$ cat config.mk
export PLATFORM = sky130hd
export DESIGN_NAME = serial_add_ctrl
export DESIGN_NICKNAME = d
export VERILOG_FILES = /design/src/rtl/serial_add_ctrl.sv
export SDC_FILE = /design/constraint.sdc
export NUM_CORES = 1
export LEC_CHECK = 0
export ABC_AREA = 1
export BUFFER_PORTS_ARGS = -buffer_cell sky130_fd_sc_hd__buf_2
export CORE_ASPECT_RATIO = 0.6
export CORE_MARGIN = 3
export CORE_UTILIZATION = 46
export CTS_BUF_LIST = sky130_fd_sc_hd__clkbuf_4 sky130_fd_sc_hd__clkbuf_8
export DETAILED_ROUTE_END_ITERATION = 16
export PLACE_DENSITY = 0.77
export SYNTH_ARGS = -nofsm -noshare
export SYNTH_HDL_FRONTEND = slang
export SYNTH_SLANG_ARGS = --single-unit
export TNS_END_PERCENT = 100
$ cat constraint.sdc
create_clock -name clk -period 2.3 [get_ports clk]
set_clock_uncertainty 0.05 [all_clocks]
set_input_delay 0.115 -clock clk [delete_from_list [all_inputs] [get_ports clk]]
set_output_delay 0.115 -clock clk [all_outputs]
set_load 0.05 [all_outputs]
$ cat src/rtl/serial_add_ctrl.sv
// rtl/serial_add_ctrl.sv - bit-serial adder controller, one result bit per clock
//
// Time-shares a single 1-bit full adder to add two WIDTH-bit operands LSB first.
// Build option: SERIAL_ADD_SUB_EN adds the `sub` input (A - B via ~B + 1).
//
// Ports:
//   clk    in   1      clock, rising edge
//   rst_n  in   1      asynchronous active-low reset
//   start  in   1      operation request, sampled only while idle
//   op_a   in   WIDTH  operand A, captured on acceptance
//   op_b   in   WIDTH  operand B, captured on acceptance
//   cin    in   1      carry-in, captured on acceptance
//   sub    in   1      (SERIAL_ADD_SUB_EN only) subtract, captured on acceptance
//   busy   out  1      high while running and in the done cycle
//   done   out  1      one-cycle pulse, result valid
//   sum    out  WIDTH  result, held until the next result
//   cout   out  1      final carry-out, held with sum

module serial_add_ctrl #(
    parameter int WIDTH = 16
) (
    input  logic             clk,
    input  logic             rst_n,
    input  logic             start,
    input  logic [WIDTH-1:0] op_a,
    input  logic [WIDTH-1:0] op_b,
    input  logic             cin,
`ifdef SERIAL_ADD_SUB_EN
    input  logic             sub,
`endif
    output logic             busy,
    output logic             done,
    output logic [WIDTH-1:0] sum,
    output logic             cout
);

    localparam int CW = $clog2(WIDTH);
    localparam logic [CW-1:0] LAST_BIT = CW'(WIDTH - 1);

    typedef enum logic [1:0] {
        S_IDLE = 2'd0,
        S_RUN  = 2'd1,
        S_DONE = 2'd2
    } state_t;

    state_t           state_q;
    logic [WIDTH-1:0] a_q;
    logic [WIDTH-1:0] b_q;
    logic             c_q;
    logic [CW-1:0]    cnt_q;
    // Holds the upper WIDTH-1 bits of the result shift register; bit 0 of the
    // conceptual register is never needed because the last bit lands in sum directly.
    logic [WIDTH-2:0] r_q;
    logic             busy_q;
    logic             done_q;
    logic [WIDTH-1:0] sum_q;
    logic             cout_q;

    logic             fa_sum;
    logic             fa_cout;
    logic [WIDTH-1:0] res_d;
    logic [WIDTH-2:0] r_d;
    logic [WIDTH-1:0] b_load_d;
    logic             c_load_d;

    always_comb begin
        fa_sum  = a_q[0] ^ b_q[0] ^ c_q;
        fa_cout = (a_q[0] & b_q[0]) | (a_q[0] & c_q) | (b_q[0] & c_q);
        // New bit enters at the top; on the final bit this is the complete result.
        res_d   = {fa_sum, r_q};
        r_d     = res_d[WIDTH-1:1];
`ifdef SERIAL_ADD_SUB_EN
        // Two's complement subtract: A + ~B + 1; cout=1 then means no borrow.
        b_load_d = sub ? ~op_b : op_b;
        c_load_d = sub ? 1'b1 : cin;
`else
        b_load_d = op_b;
        c_load_d = cin;
`endif
    end

    always_ff @(posedge clk or negedge rst_n) begin
        if (!rst_n) begin
            state_q <= S_IDLE;
            a_q     <= '0;
            b_q     <= '0;
            c_q     <= 1'b0;
            cnt_q   <= '0;
            r_q     <= '0;
            busy_q  <= 1'b0;
            done_q  <= 1'b0;
            sum_q   <= '0;
            cout_q  <= 1'b0;
        end else begin
            case (state_q)
                S_IDLE: begin
                    done_q <= 1'b0;
                    if (start) begin
                        a_q     <= op_a;
                        b_q     <= b_load_d;
                        c_q     <= c_load_d;
                        cnt_q   <= '0;
                        busy_q  <= 1'b1;
                        state_q <= S_RUN;
                    end
                end
                S_RUN: begin
                    r_q   <= r_d;
                    a_q   <= a_q >> 1;
                    b_q   <= b_q >> 1;
                    c_q   <= fa_cout;
                    if (cnt_q == LAST_BIT) begin
                        // Result registers update only here, so no partial sum is visible.
                        sum_q   <= res_d;
                        cout_q  <= fa_cout;
                        done_q  <= 1'b1;
                        state_q <= S_DONE;
                    end else begin
                        cnt_q <= cnt_q + 1'b1;
                    end
                end
                S_DONE: begin
                    done_q  <= 1'b0;
                    busy_q  <= 1'b0;
                    state_q <= S_IDLE;
                end
                default: begin
                    done_q  <= 1'b0;
                    busy_q  <= 1'b0;
                    state_q <= S_IDLE;
                end
            endcase
        end
    end

    assign busy = busy_q;
    assign done = done_q;
    assign sum  = sum_q;
    assign cout = cout_q;

endmodule

# --- Word level (Yosys, flattened, before mapping) ---
# Cells that the tools add are included.
word_totals:
  register_bits: 73
  input_bits: 36
  out_inout_bits: 19
classes:
  addsub: 1
  n_eq_ne: 5
  muxes: 16
  bitwise_logic: 8
  reduce_logical: 7
ops:
  columns: ["op", "n"]
  rows:
  - ["$pmux W16 S2", 2]
  - ["$mux W16", 2]
  - ["$mux W4", 2]
  - ["$pmux W4 S2", 1]
  - ["$reduce_and A2 Y1", 4]
  - ["$ne A2 B2 Y1 const B", 3]
  - ["$add A4 B1 Y4 const B", 1]
  - ["$eq A4 B4 Y1 const B", 1]
  - ["$mux W1", 4]
  - ["$mux W2", 2]
  - ["$pmux W1 S2", 2]
  - ["$pmux W2 S2", 1]
  - ["$and A1 B1 Y1", 3]
  - ["$reduce_and A3 Y1", 1]
  - ["$eq A2 B1 Y1 const B", 1]
  - ["$logic_not A2 Y1", 1]
  - ["$or A1 B1 Y1", 2]
  - ["$reduce_bool A2 Y1", 1]
  - ["$xor A1 B1 Y1", 2]
  - ["$not A1 Y1", 1]

# --- Depth between registers and ports, before layout ---
logic_depth:
  depth_word: 4
  depth_mapped: 8
  mapped_depth_nobuf: 6

# --- Worst setup path after synthesis ---
# No wires, ideal clock.
synth_timing:
  path_type: "flip-flop to flip-flop"
  from: "register cnt_q[0]"
  to: "register sum_q[10], in the netlist sum[10]"
  arrival_time_ns: 1.171
  required_time_ns: 2.131
  slack_ns: 0.960
  path_stages_with_launch: 8
  synth_period_minus_slack_ns: 1.340
  cell_sequence: "dfrtp_1 -> ha_1 -> nand3_4 -> nor2_8 -> inv_4 -> buf_6 -> nand2_1 -> nand2_1"
synth_between:
  elab_chain_cells: 2
synth_rtl:
  columns: ["item", "line", "rtl"]
  rows:
  - ["start: declaration", "50", "logic [CW-1:0] cnt_q;"]
  - ["start signal: assignment", "119", "cnt_q <= cnt_q + 1'b1;"]
  - ["$eq A4 B4 Y1", "112", "if (cnt_q == LAST_BIT) begin"]
  - ["$reduce_and A2 Y1 (no line)", null, null]
  - ["end signal: assignment", "114", "sum_q <= res_d;"]
  - ["end: declaration", "56", "logic [WIDTH-1:0] sum_q;"]
# No other way between the ends.
# A chain may end at the register's enable or synchronous reset.

# --- Final worst setup path ---
layout_timing:
  from: "register state_q[1]"
  to: "register a_q[11]"
layout_between:
  elab_chain_cells: 3
layout_rtl:
  columns: ["item", "line", "rtl"]
  rows:
  - ["start: declaration", "46", "state_t state_q;"]
  - ["start signal: assignment", "84", "state_q <= S_IDLE;"]
  - ["start signal: assignment", "104", "state_q <= S_RUN;"]
  - ["start signal: assignment", "117", "state_q <= S_DONE;"]
  - ["$eq A2 B1 Y1 or $logic_not A2 Y1 (tied branches)", "95", "case (state_q)"]
  - ["$reduce_bool A2 Y1 (no line) or $ne A2 B2 Y1 (tied branches)", null, null]
  - ["$reduce_and A2 Y1 (no line)", null, null]
  - ["end signal: assignment", "99", "a_q <= op_a;"]
  - ["end signal: assignment", "109", "a_q <= a_q >> 1;"]
  - ["end: declaration", "47", "logic [WIDTH-1:0] a_q;"]
# Several ways; a longest one is shown, not always the timed one.

==> metrics.md <==
| Metric | Value |
|---|---|
| Die X | `115 um` |
| Worst r2r path cells | `6` |
| Worst skew pair latency | `0.35 ns` |
| Worst r2r dst | `a_q[11]` |
| Core area | `approximately 6800 um2` |
| Vias/cell | `around 4.6` |
| RSZ-0062 raised after global routing | `no` |
| Initial antenna violation count | `0` |
| Total track usage | `0.181` |
| Largest net degree at the start of global routing | `74` |
| Deepest clock path buffer count | `2` |
| Setup violations, final | `0` |
| Final Slew Violations | `0` |
| Outcome | `finished, final reports clean` |
| Die height | `roughly 71 um` |
| Critical path type | `reg -> reg` |
| Vias in the first global route | `between 2k and 2.5k` |
| P_leak | `approximately 2.2 nW` |
| Worst path required time | `between 2 and 3 ns` |
| WHS Path Cells | `5` |
| Overall Power | `5.42 mW` |
| Final hold viol count | `0` |
| Layout cells sized above 1 | `0.174` |
| Drt first pass iters | `5` |
| Min-delay worst type | `in -> reg` |
| Post-route antenna net violation count | `0` |
| Syn_area_per_cell | `7.98 um2` |
| Pwr Density | `1380 nW/um2` |
| Net Count, Synth | `448` |
| Nets | `516` |
| Layout fillers | `~640` |
| Row count | `23` |
| Die area | `just over 8000 um2` |
| Slew headroom | `0.411` |
| Sink Count | `between 70 and 80` |
| CP Capture Type | `register` |
| DRC errors left | `0` |
| Total number of vias | `around 2.6k` |
| Worst setup margin | `0.666 ns` |
| WHS Endpoint | `b_q[11]` |
| Critical Path Fanout Max | `34` |
| CTS H-tree lvls | `3` |
| Worst Max-Slew Pin Slew | `roughly 0.88 ns` |
| IO Port Bufs | `54` |
| Max_cap viols | `0` |
| Crit share post-route | `0.710` |
| First DRT Iteration DRCs | `roughly 150` |
| First-pass GRT wire length | `11.5 mm` |
| Root Buffer Master | `clkbuf_8` |
| CTS buffer count | `9` |
| Pre-CTS WS | `0.650 ns` |
| Finished Cell Area | `3910 um2` |
| Hold wc startpoint | `op_b[11]` |
| Min cycle time layout | `1.63 ns` |
| Max frequency | `0.612 GHz` |
| CTS tree | `done` |
| Ys Warns | `0` |
| Flop2flop setup slack | `0.67 ns` |
| Final RePlAce weighted congestion | `slightly above 0.8` |
| Register area | `between 1500 and 2000 um2` |
| Initial Util | `0.482` |
| Sequential fraction of the synthesis area | `0.558` |
| Final wirelength | `approximately 6.7 mm` |
| IO Pins | `55` |
| Placed Instance Area | `3560 um2` |
| Max VDD drop | `about 0.00056 V` |
| Reg2Reg Launch Point | `state_q[1]` |
| Diode count | `0` |
| Cell variety after synth | `21` |
| Setup crit start kind | `register` |
| #FFs+latches synth | `73` |
| WL per Instance | `around 12 um` |
| Post-detail-place hpwl | `between 4 and 5 mm` |
| Area of the multi-input gates | `approximately 1300 um2` |
| Arr. time, crit path | `1.87 ns` |
| Layout area overhead | `19.5%` |
| Total global routing overflow | `0` |
| Clk slew on worst S/H paths | `roughly 0.080 ns` |
| Synth Cell Area | `3270 um2` |
| Synthesized instance count | `410` |
| Total negative slack | `0 ns` |
-- kinds of logic (layout without fill, tap and decap cells) --
kind of cell,after synthesis,count (layout),synth area share
fa+ha+maj,2,2,0.00994
flops,73,73,0.558
simple gates,284,284,0.344
buf+inv,33,106,0.0604
compound gates,18,18,0.0275
-- metrics by stage --
stage | hold slack (ns) | utilization | std cells
after floorplan | -0.231 | - | 410
after global placement | 0.249 | 0.524 | 536
after detailed placement | 0.253 | 0.524 | 536
after CTS | 0.0000963 | 0.576 | 570
after global routing | 0.00355 | 0.576 | 570
final | 0.0200 | 0.576 | 570
-- timing repair --
| item | CTS | global route |
|---|---|---|
| buffers inserted | 0 | 0 |
| hold endpoints to repair | 90 | 0 |
| hold buffers | 18 | 0 |
| gates resized for setup | 0 | 0 |
-- how the worst max path moves through the flow --
| stage | end | start | slack, ns |
|---|---|---|---|
| CTS | a_q[11] | state_q[1] | 0.64 |
| global placement | b_q[10] | state_q[1] | 0.74 |
| finish | a_q[11] | state_q[1] | 0.67 |
| detailed placement | a_q[11] | state_q[1] | 0.65 |
| floorplan | sum[10] | cnt_q[0] | 0.96 |
| global route | a_q[11] | state_q[1] | 0.50 |
-- cells in the mapped netlist --
cell | count | area, um2
buf_2 | 9 | 45.0
buf_6 | 8 | 90.1
clkbuf_1 | 1 | 3.75
dfrtp_1 | 73 | 1830
fa_1 | 1 | 20.0
ha_1 | 1 | 12.5
inv_1 | 11 | 41.3
inv_2 | 3 | 11.3
inv_4 | 1 | 6.26
nand2_1 | 266 | 998
nand2_2 | 2 | 12.5
nand2_4 | 1 | 11.3
nand3_1 | 8 | 40.0
nand3_4 | 1 | 17.5
nand4_1 | 1 | 6.26
nor2_1 | 2 | 7.51
nor2_2 | 1 | 6.26
nor2_8 | 1 | 20.0
o21ai_0 | 16 | 80.1
o21ai_1 | 2 | 10.0
or2_2 | 1 | 6.26
-- worst max-delay path, stage by stage (launching register included) --
cell and delay (ns):
dfrtp_1 0.41, inv_2 0.08, nand2_4 0.30, nand2_2 0.11
inv_2 0.40, nand2_1 0.12, nand2_1 0.09
-- report_power, final --
| group | switching, mW | internal [mW] |
|---|---|---|
| Sequential | 0.351 | 1.84 |
| Clock | 0.482 | 0.404 |
| Combinational | 1.63 | 0.703 |
| Total | 2.46 | 2.95 |
-- final cells by class --
| class | instances | area share |
|---|---|---|
| Sequential cell | 73 | 0.467 |
| Clock buffer | 10 | 0.0336 |
| Multi-Input combinational cell | 304 | 0.321 |
| Timing Repair Buffer | 75 | 0.125 |
| Clock inverter | 6 | 0.0112 |
| Inverter | 15 | 0.0150 |
| Tap cell | 87 | 0.0278 |
-- state kept, by name (all words and copies together) (netlist names) --
register  count
cout          1
r_q          15
a_q          16
c_q           1
sum          16
b_q          16
state_q       2
cnt_q         4
busy          1
done          1
-- per-layer routing --
layer  global-route usage  part of all wire
met1                0.241              0.50
met2                0.281              0.43
met3               0.0667             0.065
met4               0.0495            0.0091
met5                    0                 0
-- cell usage in the layout (no fill, tap or decap), drive strengths merged, types with 4 or more instances in the layout --
cell / instances
o21ai: 18
nand2: 269
dfrtp: 73
inv: 16
buf: 57
nand3: 9
clkbuf: 10
clkinvlp: 4
nor2: 4
dlygate4sd3: 18
(Power assumes the default switching activity.)
